$ cat src/rtl/i2s_rx_fifo.sv
// ============================================================================
// i2s_rx_fifo
// ----------------------------------------------------------------------------
// I2S serial-audio receiver with an output queue.
//
// SD is deserialised MSB-first under WS channel framing into one word per
// channel slot. A word may have any length: the first DATA_W bits are kept,
// and any further bits are dropped with the word's trunc flag raised. Each
// word is closed by a WS change or by in_valid dropping low. The closed
// record {data, chan, len, trunc} goes into a show-ahead FIFO. The FIFO is
// read through a valid/ready handshake and reports dropped records through
// a sticky overflow flag.
//
// Optional build macro:
//   I2S_RX_SIGNEXT_EN - when defined, words shorter than DATA_W are
//                       sign-extended from bit len-1. Otherwise they are
//                       zero-extended.
//
// Parameters:
//   DATA_W      maximum stored sample width (>= 2)
//   FIFO_DEPTH  queue entries (power of two, >= 2)
//   LEN_W       width of the length field (derived)
//   LVL_W       width of the occupancy output (derived)
//
// Ports:
//   clk        in   single clock, rising edge
//   rst        in   asynchronous active-high reset, clears all state
//   in_valid   in   qualifies SD/WS this cycle
//   SD         in   serial data, MSB first
//   WS         in   word select, 0 = left, 1 = right
//   out_ready  in   consumer accepts the head entry
//   clr_ovf    in   clears the sticky overflow flag
//   out_valid  out  FIFO head is valid
//   out_data   out  head sample, right-aligned (0 when empty)
//   out_chan   out  head channel (0 when empty)
//   out_len    out  head bit count, 1..DATA_W (0 when empty)
//   out_trunc  out  head word had more than DATA_W bits (0 when empty)
//   ovf        out  sticky: a completed word was dropped
//   level      out  current FIFO occupancy, 0..FIFO_DEPTH
// ============================================================================
module i2s_rx_fifo #(
    parameter  int DATA_W     = 32,
    parameter  int FIFO_DEPTH = 4,
    localparam int LEN_W      = $clog2(DATA_W + 1),
    localparam int LVL_W      = $clog2(FIFO_DEPTH + 1)
) (
    input  logic              clk,
    input  logic              rst,
    input  logic              in_valid,
    input  logic              SD,
    input  logic              WS,
    input  logic              out_ready,
    input  logic              clr_ovf,
    output logic              out_valid,
    output logic [DATA_W-1:0] out_data,
    output logic              out_chan,
    output logic [LEN_W-1:0]  out_len,
    output logic              out_trunc,
    output logic              ovf,
    output logic [LVL_W-1:0]  level
);

    localparam int PTR_W = $clog2(FIFO_DEPTH);

    // Receiver states. The channel of the word being assembled is encoded
    // by the state itself, so no separate channel register is needed.
    typedef enum logic [1:0] {
        ST_IDLE  = 2'd0,
        ST_LEFT  = 2'd1,
        ST_RIGHT = 2'd2
    } state_t;

    state_t r_state;
    state_t w_nextState;

    // Word assembly
    logic [DATA_W-1:0] r_shiftReg;
    logic [LEN_W-1:0]  r_bitCnt;
    logic              r_trunc;

    // FSM control strobes
    logic w_push;
    logic w_start;
    logic w_append;
    logic w_curChan;

    // Record being pushed
    logic [DATA_W-1:0] w_pushData;

    // FIFO storage and bookkeeping
    logic [DATA_W-1:0] r_memData  [FIFO_DEPTH];
    logic              r_memChan  [FIFO_DEPTH];
    logic [LEN_W-1:0]  r_memLen   [FIFO_DEPTH];
    logic              r_memTrunc [FIFO_DEPTH];
    logic [PTR_W-1:0]  r_wrPtr;
    logic [PTR_W-1:0]  r_rdPtr;
    logic [LVL_W-1:0]  r_count;
    logic              r_ovf;

    logic w_empty;
    logic w_full;
    logic w_pop;
    logic w_accept;
    logic w_drop;

    assign w_curChan = (r_state == ST_RIGHT);

    // State register. Reset discards any partial word by returning to
    // IDLE, so nothing is pushed for it.
    always_ff @(posedge clk or posedge rst) begin
        if (rst) begin
            r_state <= ST_IDLE;
        end else begin
            r_state <= w_nextState;
        end
    end

    // Next-state and control decode. A word closes when the stream pauses
    // or when WS flips. On a flip, the bit sampled in the same cycle is
    // already the first bit of the new word, so close and start coincide.
    always_comb begin
        w_nextState = r_state;
        w_push      = 1'b0;
        w_start     = 1'b0;
        w_append    = 1'b0;
        case (r_state)
            ST_IDLE: begin
                if (in_valid) begin
                    w_start     = 1'b1;
                    w_nextState = WS ? ST_RIGHT : ST_LEFT;
                end
            end
            ST_LEFT, ST_RIGHT: begin
                if (!in_valid) begin
                    w_push      = 1'b1;
                    w_nextState = ST_IDLE;
                end else if (WS != w_curChan) begin
                    w_push      = 1'b1;
                    w_start     = 1'b1;
                    w_nextState = WS ? ST_RIGHT : ST_LEFT;
                end else begin
                    w_append    = 1'b1;
                end
            end
            default: begin
                w_nextState = ST_IDLE;
            end
        endcase
    end

    // Shift register and bit counter. Bits enter at the LSB, so the stored
    // word is right-aligned. Once DATA_W bits are held, the counter stops
    // and later bits only mark the word as truncated.
    always_ff @(posedge clk or posedge rst) begin
        if (rst) begin
            r_shiftReg <= '0;
            r_bitCnt   <= '0;
            r_trunc    <= 1'b0;
        end else if (w_start) begin
            r_shiftReg <= {{(DATA_W-1){1'b0}}, SD};
            r_bitCnt   <= LEN_W'(1);
            r_trunc    <= 1'b0;
        end else if (w_append) begin
            if (r_bitCnt < LEN_W'(DATA_W)) begin
                r_shiftReg <= {r_shiftReg[DATA_W-2:0], SD};
                r_bitCnt   <= r_bitCnt + LEN_W'(1);
            end else begin
                r_trunc    <= 1'b1;
            end
        end
    end

`ifdef I2S_RX_SIGNEXT_EN
    logic w_signBit;

    // Extension of short words. The sign bit is the MSB of the received
    // word, at position len-1. Every stored bit above it takes its value.
    // A full-length word has no bits above len-1, so it passes unchanged.
    always_comb begin
        w_pushData = r_shiftReg;
        w_signBit  = 1'b0;
        for (int i = 0; i < DATA_W; i++) begin
            if (LEN_W'(i) == (r_bitCnt - LEN_W'(1))) begin
                w_signBit = r_shiftReg[i];
            end
        end
        for (int i = 0; i < DATA_W; i++) begin
            if (LEN_W'(i) >= r_bitCnt) begin
                w_pushData[i] = w_signBit;
            end
        end
    end
`else
    // Extension of short words. The upper bits of the shift register are
    // already zero, so zero-extension needs no extra logic.
    always_comb begin
        w_pushData = r_shiftReg;
    end
`endif

    // FIFO handshake decode. A pop on a full FIFO frees a slot in the same
    // edge, so a push that coincides with it is still accepted.
    assign w_empty  = (r_count == '0);
    assign w_full   = (r_count == LVL_W'(FIFO_DEPTH));
    assign w_pop    = !w_empty && out_ready;
    assign w_accept = w_push && (!w_full || w_pop);
    assign w_drop   = w_push && w_full && !w_pop;

    // Storage write. The entries have no reset because every read of them
    // is gated by out_valid, so their power-up contents are never visible.
    always_ff @(posedge clk) begin
        if (w_accept) begin
            r_memData[r_wrPtr]  <= w_pushData;
            r_memChan[r_wrPtr]  <= w_curChan;
            r_memLen[r_wrPtr]   <= r_bitCnt;
            r_memTrunc[r_wrPtr] <= r_trunc;
        end
    end

    // Pointers and occupancy. Depth is a power of two, so the pointers
    // wrap on their own. The occupancy counter keeps level exact over the
    // full 0..FIFO_DEPTH range.
    always_ff @(posedge clk or posedge rst) begin
        if (rst) begin
            r_wrPtr <= '0;
            r_rdPtr <= '0;
            r_count <= '0;
        end else begin
            if (w_accept) begin
                r_wrPtr <= r_wrPtr + PTR_W'(1);
            end
            if (w_pop) begin
                r_rdPtr <= r_rdPtr + PTR_W'(1);
            end
            case ({w_accept, w_pop})
                2'b10:   r_count <= r_count + LVL_W'(1);
                2'b01:   r_count <= r_count - LVL_W'(1);
                default: r_count <= r_count;
            endcase
        end
    end

    // Sticky overflow. A drop in the same cycle as a clear takes priority,
    // so that event is never lost.
    always_ff @(posedge clk or posedge rst) begin
        if (rst) begin
            r_ovf <= 1'b0;
        end else if (w_drop) begin
            r_ovf <= 1'b1;
        end else if (clr_ovf) begin
            r_ovf <= 1'b0;
        end
    end

    // Show-ahead outputs. Each field reads 0 while the queue is empty.
    assign out_valid = !w_empty;
    assign out_data  = out_valid ? r_memData[r_rdPtr]  : '0;
    assign out_chan  = out_valid ? r_memChan[r_rdPtr]  : 1'b0;
    assign out_len   = out_valid ? r_memLen[r_rdPtr]   : '0;
    assign out_trunc = out_valid ? r_memTrunc[r_rdPtr] : 1'b0;
    assign ovf       = r_ovf;
    assign level     = r_count;

endmodule

$ cat config.mk
export PLATFORM = sky130hd
export DESIGN_NAME = i2s_rx_fifo
export DESIGN_NICKNAME = d
export VERILOG_FILES = /design/src/rtl/i2s_rx_fifo.sv
export SDC_FILE = /design/constraint.sdc
export NUM_CORES = 1
export LEC_CHECK = 0
export CAP_MARGIN = 20
export CORE_ASPECT_RATIO = 0.5
export CORE_UTILIZATION = 60
export CTS_CLUSTER_SIZE = 12
export DETAILED_ROUTE_END_ITERATION = 10
export GPL_TIMING_DRIVEN = 0
export PLACE_DENSITY = 0.83
export SKIP_CTS_REPAIR_TIMING = 1
export SYNTH_ARGS = -nofsm -noshare
export SYNTH_HDL_FRONTEND = slang
export SYNTH_SLANG_ARGS = --single-unit
$ cat constraint.sdc
create_clock -name clk -period 7.6 [get_ports clk]
set_input_delay 0.76 -clock clk [delete_from_list [all_inputs] [get_ports clk]]
set_output_delay 0.76 -clock clk [all_outputs]
set_load 0.005 [all_outputs]
After elaboration in Yosys (flattened, before gate mapping)
Memories as Yosys holds them, arrays and structs flattened.
Cells that the tools add are included.
- input port bits: 7
- bits in registers: 49
- RAM bits: 160
- output and inout bits: 45
- memories kept: 4
- equal/unequal tests: 9
- $lt $le $gt $ge: 1
- muxes and demuxes: 32
- add/sub/neg operators: 5
- reduce and logical (&&, ||, !) cells: 18
- memories (memory ; words ; width ; rd ports ; clocked after memory_dff ; write ports ; RTL line ; RTL):
    r_memData ; 4 ; 32 ; 1 ; 0 ; 1 ; 91 ; logic [DATA_W-1:0] r_memData [FIFO_DEPTH];
    r_memLen ; 4 ; 6 ; 1 ; 0 ; 1 ; 93 ; logic [LEN_W-1:0] r_memLen [FIFO_DEPTH];
    r_memChan ; 4 ; 1 ; 1 ; 0 ; 1 ; 92 ; logic r_memChan [FIFO_DEPTH];
    r_memTrunc ; 4 ; 1 ; 1 ; 0 ; 1 ; 94 ; logic r_memTrunc [FIFO_DEPTH];
- operator list (kind ; count):
    $mux W32 ; 4
    $mux W6 ; 4
    $mux W1 ; 17
    $mux W2 ; 4
    $reduce_bool A2 Y1 ; 4
    $add A6 B1 Y6 const B ; 1
    $lt A6 B6 Y1 const B ; 1
    $pmux W3 S2 ; 1
    $reduce_and A2 Y1 ; 3
    $add A2 B1 Y2 const B ; 2
    $eq A2 B1 Y1 const B ; 2
    $eq A2 B2 Y1 const B ; 2
    $logic_and A1 B1 Y1 ; 4
    $ne A2 B2 Y1 const B ; 2
    $pmux W2 S2 ; 1
    $add A3 B1 Y3 const B ; 1
    $eq A3 B3 Y1 const B ; 1
    $logic_not A1 Y1 ; 3
    $logic_not A3 Y1 ; 1
    $ne A3 B3 Y1 const B ; 1
    $sub A3 B1 Y3 const B ; 1
    $logic_not A2 Y1 ; 1
    $pmux W1 S2 ; 1
    $reduce_or A2 Y1 ; 1
    other kinds (2) ; 2

Longest topological paths before layout
- depth in word-level cells: 8
- depth in mapped cells: 12
- depth with buffers taken out: 11

Least setup slack after synthesis
No wires, ideal clock.
- kind: in2reg
- from: in WS
- to: mem r_memChan[0] (enable)
- stages: 3
- buffers on the path: 0
- data arrival time: 2351 ps
- path slack: 4848 ps
- required time: 7199 ps
- cell sequence: xnor2_2 -> a211oi_4 -> and2_1
- cells in the longest elaborated chain, start to end: 7
- ends and longest elaborated chain (what ; RTL line ; RTL):
    start: declaration ; 51 ; input logic WS,
    $ne A1 B1 Y1 ; 137 ; end else if (WS != w_curChan) begin
    $mux W1 ; 137 ;
    $mux W1 ; 134 ; if (!in_valid) begin
    $mux W1 ; 126 ; case (r_state)
    $logic_and A1 B1 Y1 ; 206 ; assign w_accept = w_push && (!w_full || w_pop);
    $mux W1 ; 212 ; if (w_accept) begin
    $mux W1 (implied by the code) ; 214 ; r_memChan[r_wrPtr] <= w_curChan;
    end: declaration ; 92 ;
No other way between the ends.

Worst setup path in the final report
- from: reg r_rdPtr[1]
- to: out out_data[27]
- cells in the longest elaborated chain, start to end: 2
- ends and longest elaborated chain (what ; RTL line ; RTL):
    start: declaration ; 96 ; logic [PTR_W-1:0] r_rdPtr;
    start signal: assignment ; 233 ; r_rdPtr <= r_rdPtr + PTR_W'(1);
    $mem_v2 Z4 W32 ; - ;
    $mux W32 ; 257 ; assign out_data = out_valid ? r_memData[r_rdPtr] : '0;
    end: declaration ; 55 ; output logic [DATA_W-1:0] out_data,
No other way between the ends.

==> reports/results.ini <==
[power_and_ir_drop]
switching_share=0.312
p_comb_frac=0.378
p_sw_mw=1.25
p_int_mw=2.75
ir_worst_vdd_mv=0.186
p_leak_nw=3.48
power_density_mw_per_mm2=405
p_total_mw=4.00
clockPowerShare=0.231
seqPwrFrac=0.392

[worst_setup_path]
critPathArrivalTime_ns=2.76
crit_fanout=10
end_kind=output port
start_kind=register
cp.required_ns=6.84
r2r-start=r_state[0]
crit_type=register to output port
startpoint=r_rdPtr[1]

[cells_and_area]
post-route-util=0.726
final_cells=787
drive_above_1_share=0.148
n_antenna_cell=0
syn_to_final_growth_pct=17.2
stdcell_area_mm2=0.00989
regArea_mm2=0.00603
final_nets=598
multi_input_comb_area_mm2=0.00221
n_fill_cell=793

[timing]
maxSlewHeadroom=0.483
fmax_ghz=0.284
tightest_slew_ns=0.764
post-route-min-period_ns=3.52
drv_slew=0
setup_viol=0
rsz0062_at_grt=no
fin_crit_sh=0.463
setup_tns_ns=0
final-hold-violation-count=0
setup_slack_ns=4.08
fin_skew_ns=0.0164
timing.hold.ws_ns=0.487

[route]
wl_per_cell_um=22.6
drtIter0Drc=606
firstDrtPassIters=5
drcViolationCount=0
vias=4884
antenna_left=0
wirelength_mm=17.8
drt-vias-per-instance=6.21

[clock_network]
cts_sinks=209
clock_latency_ns=0.49
cts_buffers=21
clock_path_buffers=3
path_clk_slew_ns=0.06
cts-root-buf=clkbuf_16
cts_tree=done
h-tree-depth=1

[place]
port-buffer-count=51
post-place-ws_ns=4.28
gp_congestion=0.770
dp_cells=750
place_area_mm2=0.00930
dp_hpwl_mm=10.6

[synth]
ys_ff_latch=209
synth_top_cells_by_area=edfxtp_1 (57%), dfrtp_1 (15%), mux4_2 (11%)
synth_most_common_cell=edfxtp_1
ys_seq_area_frac=0.714
yosysWarnings=0
syn_inst=502
ys.flop_type=edfxtp_1
ys_top_cells_by_count=edfxtp_1 (160), dfrtp_1 (49), and2_1 (45), mux4_2 (40), a21oi_1 (38)
yosysTopAreaCell=edfxtp_1
synth.net_count=519
async_reset_ff_frac=0.234
synth_cell_type_count=40
syn-cell-area_mm2=0.00844
syn-mean-instance-area_um2=16.8
synth_top_area_frac=0.569
synth_edf_count=160

[floorplan]
start_util=0.620
die_area_mm2=0.0146
die_width_um=170
die_y_um=85.9
ioPinCount=52
core-area_mm2=0.0136
num_rows=30

[worst_hold_path]
min_path_type=input pin to async pin

[grt]
grt_pass1_vias=5015
grt_usage=0.259
grt_pass1_wl_mm=27.7
antenna_found_initial=0
overflow=0
grt_max_degree=44

[outcome]
status=finished, final reports clean

[job]
cap_violations=0

[final cells by class]
cell class | count | share of cell area
Buffer | 35 | 0.0158
Clock buffer | 35 | 0.0584
Clock inverter | 2 | 0.00177
Inverter | 13 | 0.00493
Multi-Input combinational cell | 245 | 0.223
Sequential cell | 209 | 0.610
Tap cell | 192 | 0.0243
Timing Repair Buffer | 56 | 0.0617
[layer usage]
metal / wire, um / GRT usage / share of wire / up-vias
li1: - / - / - / 2090
met1: 7220 / 0.368 / 0.41 / 2494
met2: 8810 / 0.417 / 0.50 / 268
met3: 1450 / 0.0471 / 0.082 / 32
met4: 311 / 0.0827 / 0.017 / 0
met5: 0 / 0 / 0 / -
[logic make-up after synthesis]
group / after synthesis / synth area share
compound gates: 82 / 0.0532
xor+xnor: 8 / 0.0101
fa+ha+maj: 10 / 0.0157
buf+inv: 48 / 0.0243
flops: 209 / 0.714
mux: 44 / 0.112
simple gates: 101 / 0.0704
[flip-flops by register name, indices dropped and copies added, names as in the netlist]
signal,cells
ovf,1
r_wrPtr,2
r_trunc,1
r_memTrunc,4
level,3
r_memChan,4
r_state,2
r_memData,128
r_memLen,24
r_bitCnt,6
r_shiftReg,32
r_rdPtr,2
[final timing paths]
path                                end  slack (ns)  cells past startpoint
max in group asynchronous   r_bitCnt[4]        6.63                      3
min reg2reg                    level[2]        0.50                      1
max                        out_data[27]        4.08                      5
min in group clk               level[2]        0.50                      1
min                                 ovf        0.49                      2
max reg2reg                    level[2]        4.82                     11
[worst max-delay path, stage by stage (launching register included)]
cell	delay [ns]
dfrtp_1	0.34
clkbuf_1	0.29
buf_1	0.57
mux4_2	0.43
and2_1	0.18
clkdlybuf4s50_1	0.46
[power by group through the flow]
stage | Clock, mW | Sequential (mW) | Combinational, mW
6_report | 0.924 | 1.57 | 1.51
5_1_grt | 0.978 | 1.59 | 1.62
4_1_cts | 0.931 | 1.57 | 1.52
3_5_place_dp | 0 | 1.59 | 1.49
3_3_place_gp | 0 | 1.58 | 1.41
2_1_floorplan | 0 | 1.56 | 0.856
[layout by cell type, fill, tap and decap left out, types with 3 or more instances in the layout]
cell type / n
and2_1: 41
ha_1: 9
o21ai_0: 35
inv_1: 12
xor2_1: 3
buf_2: 8
buf_4: 4
buf_12: 5
or4_1: 3
clkbuf_16: 21
edfxtp_1: 160
buf_1: 5
mux2_1: 3
clkdlybuf4s50_1: 51
clkbuf_1: 32
nand2_1: 3
nand3_1: 35
mux4_2: 40
and2_2: 4
a21oi_1: 38
dfrtp_1: 49
xnor2_1: 3
Note: power is estimated with default switching activity, not from simulation.
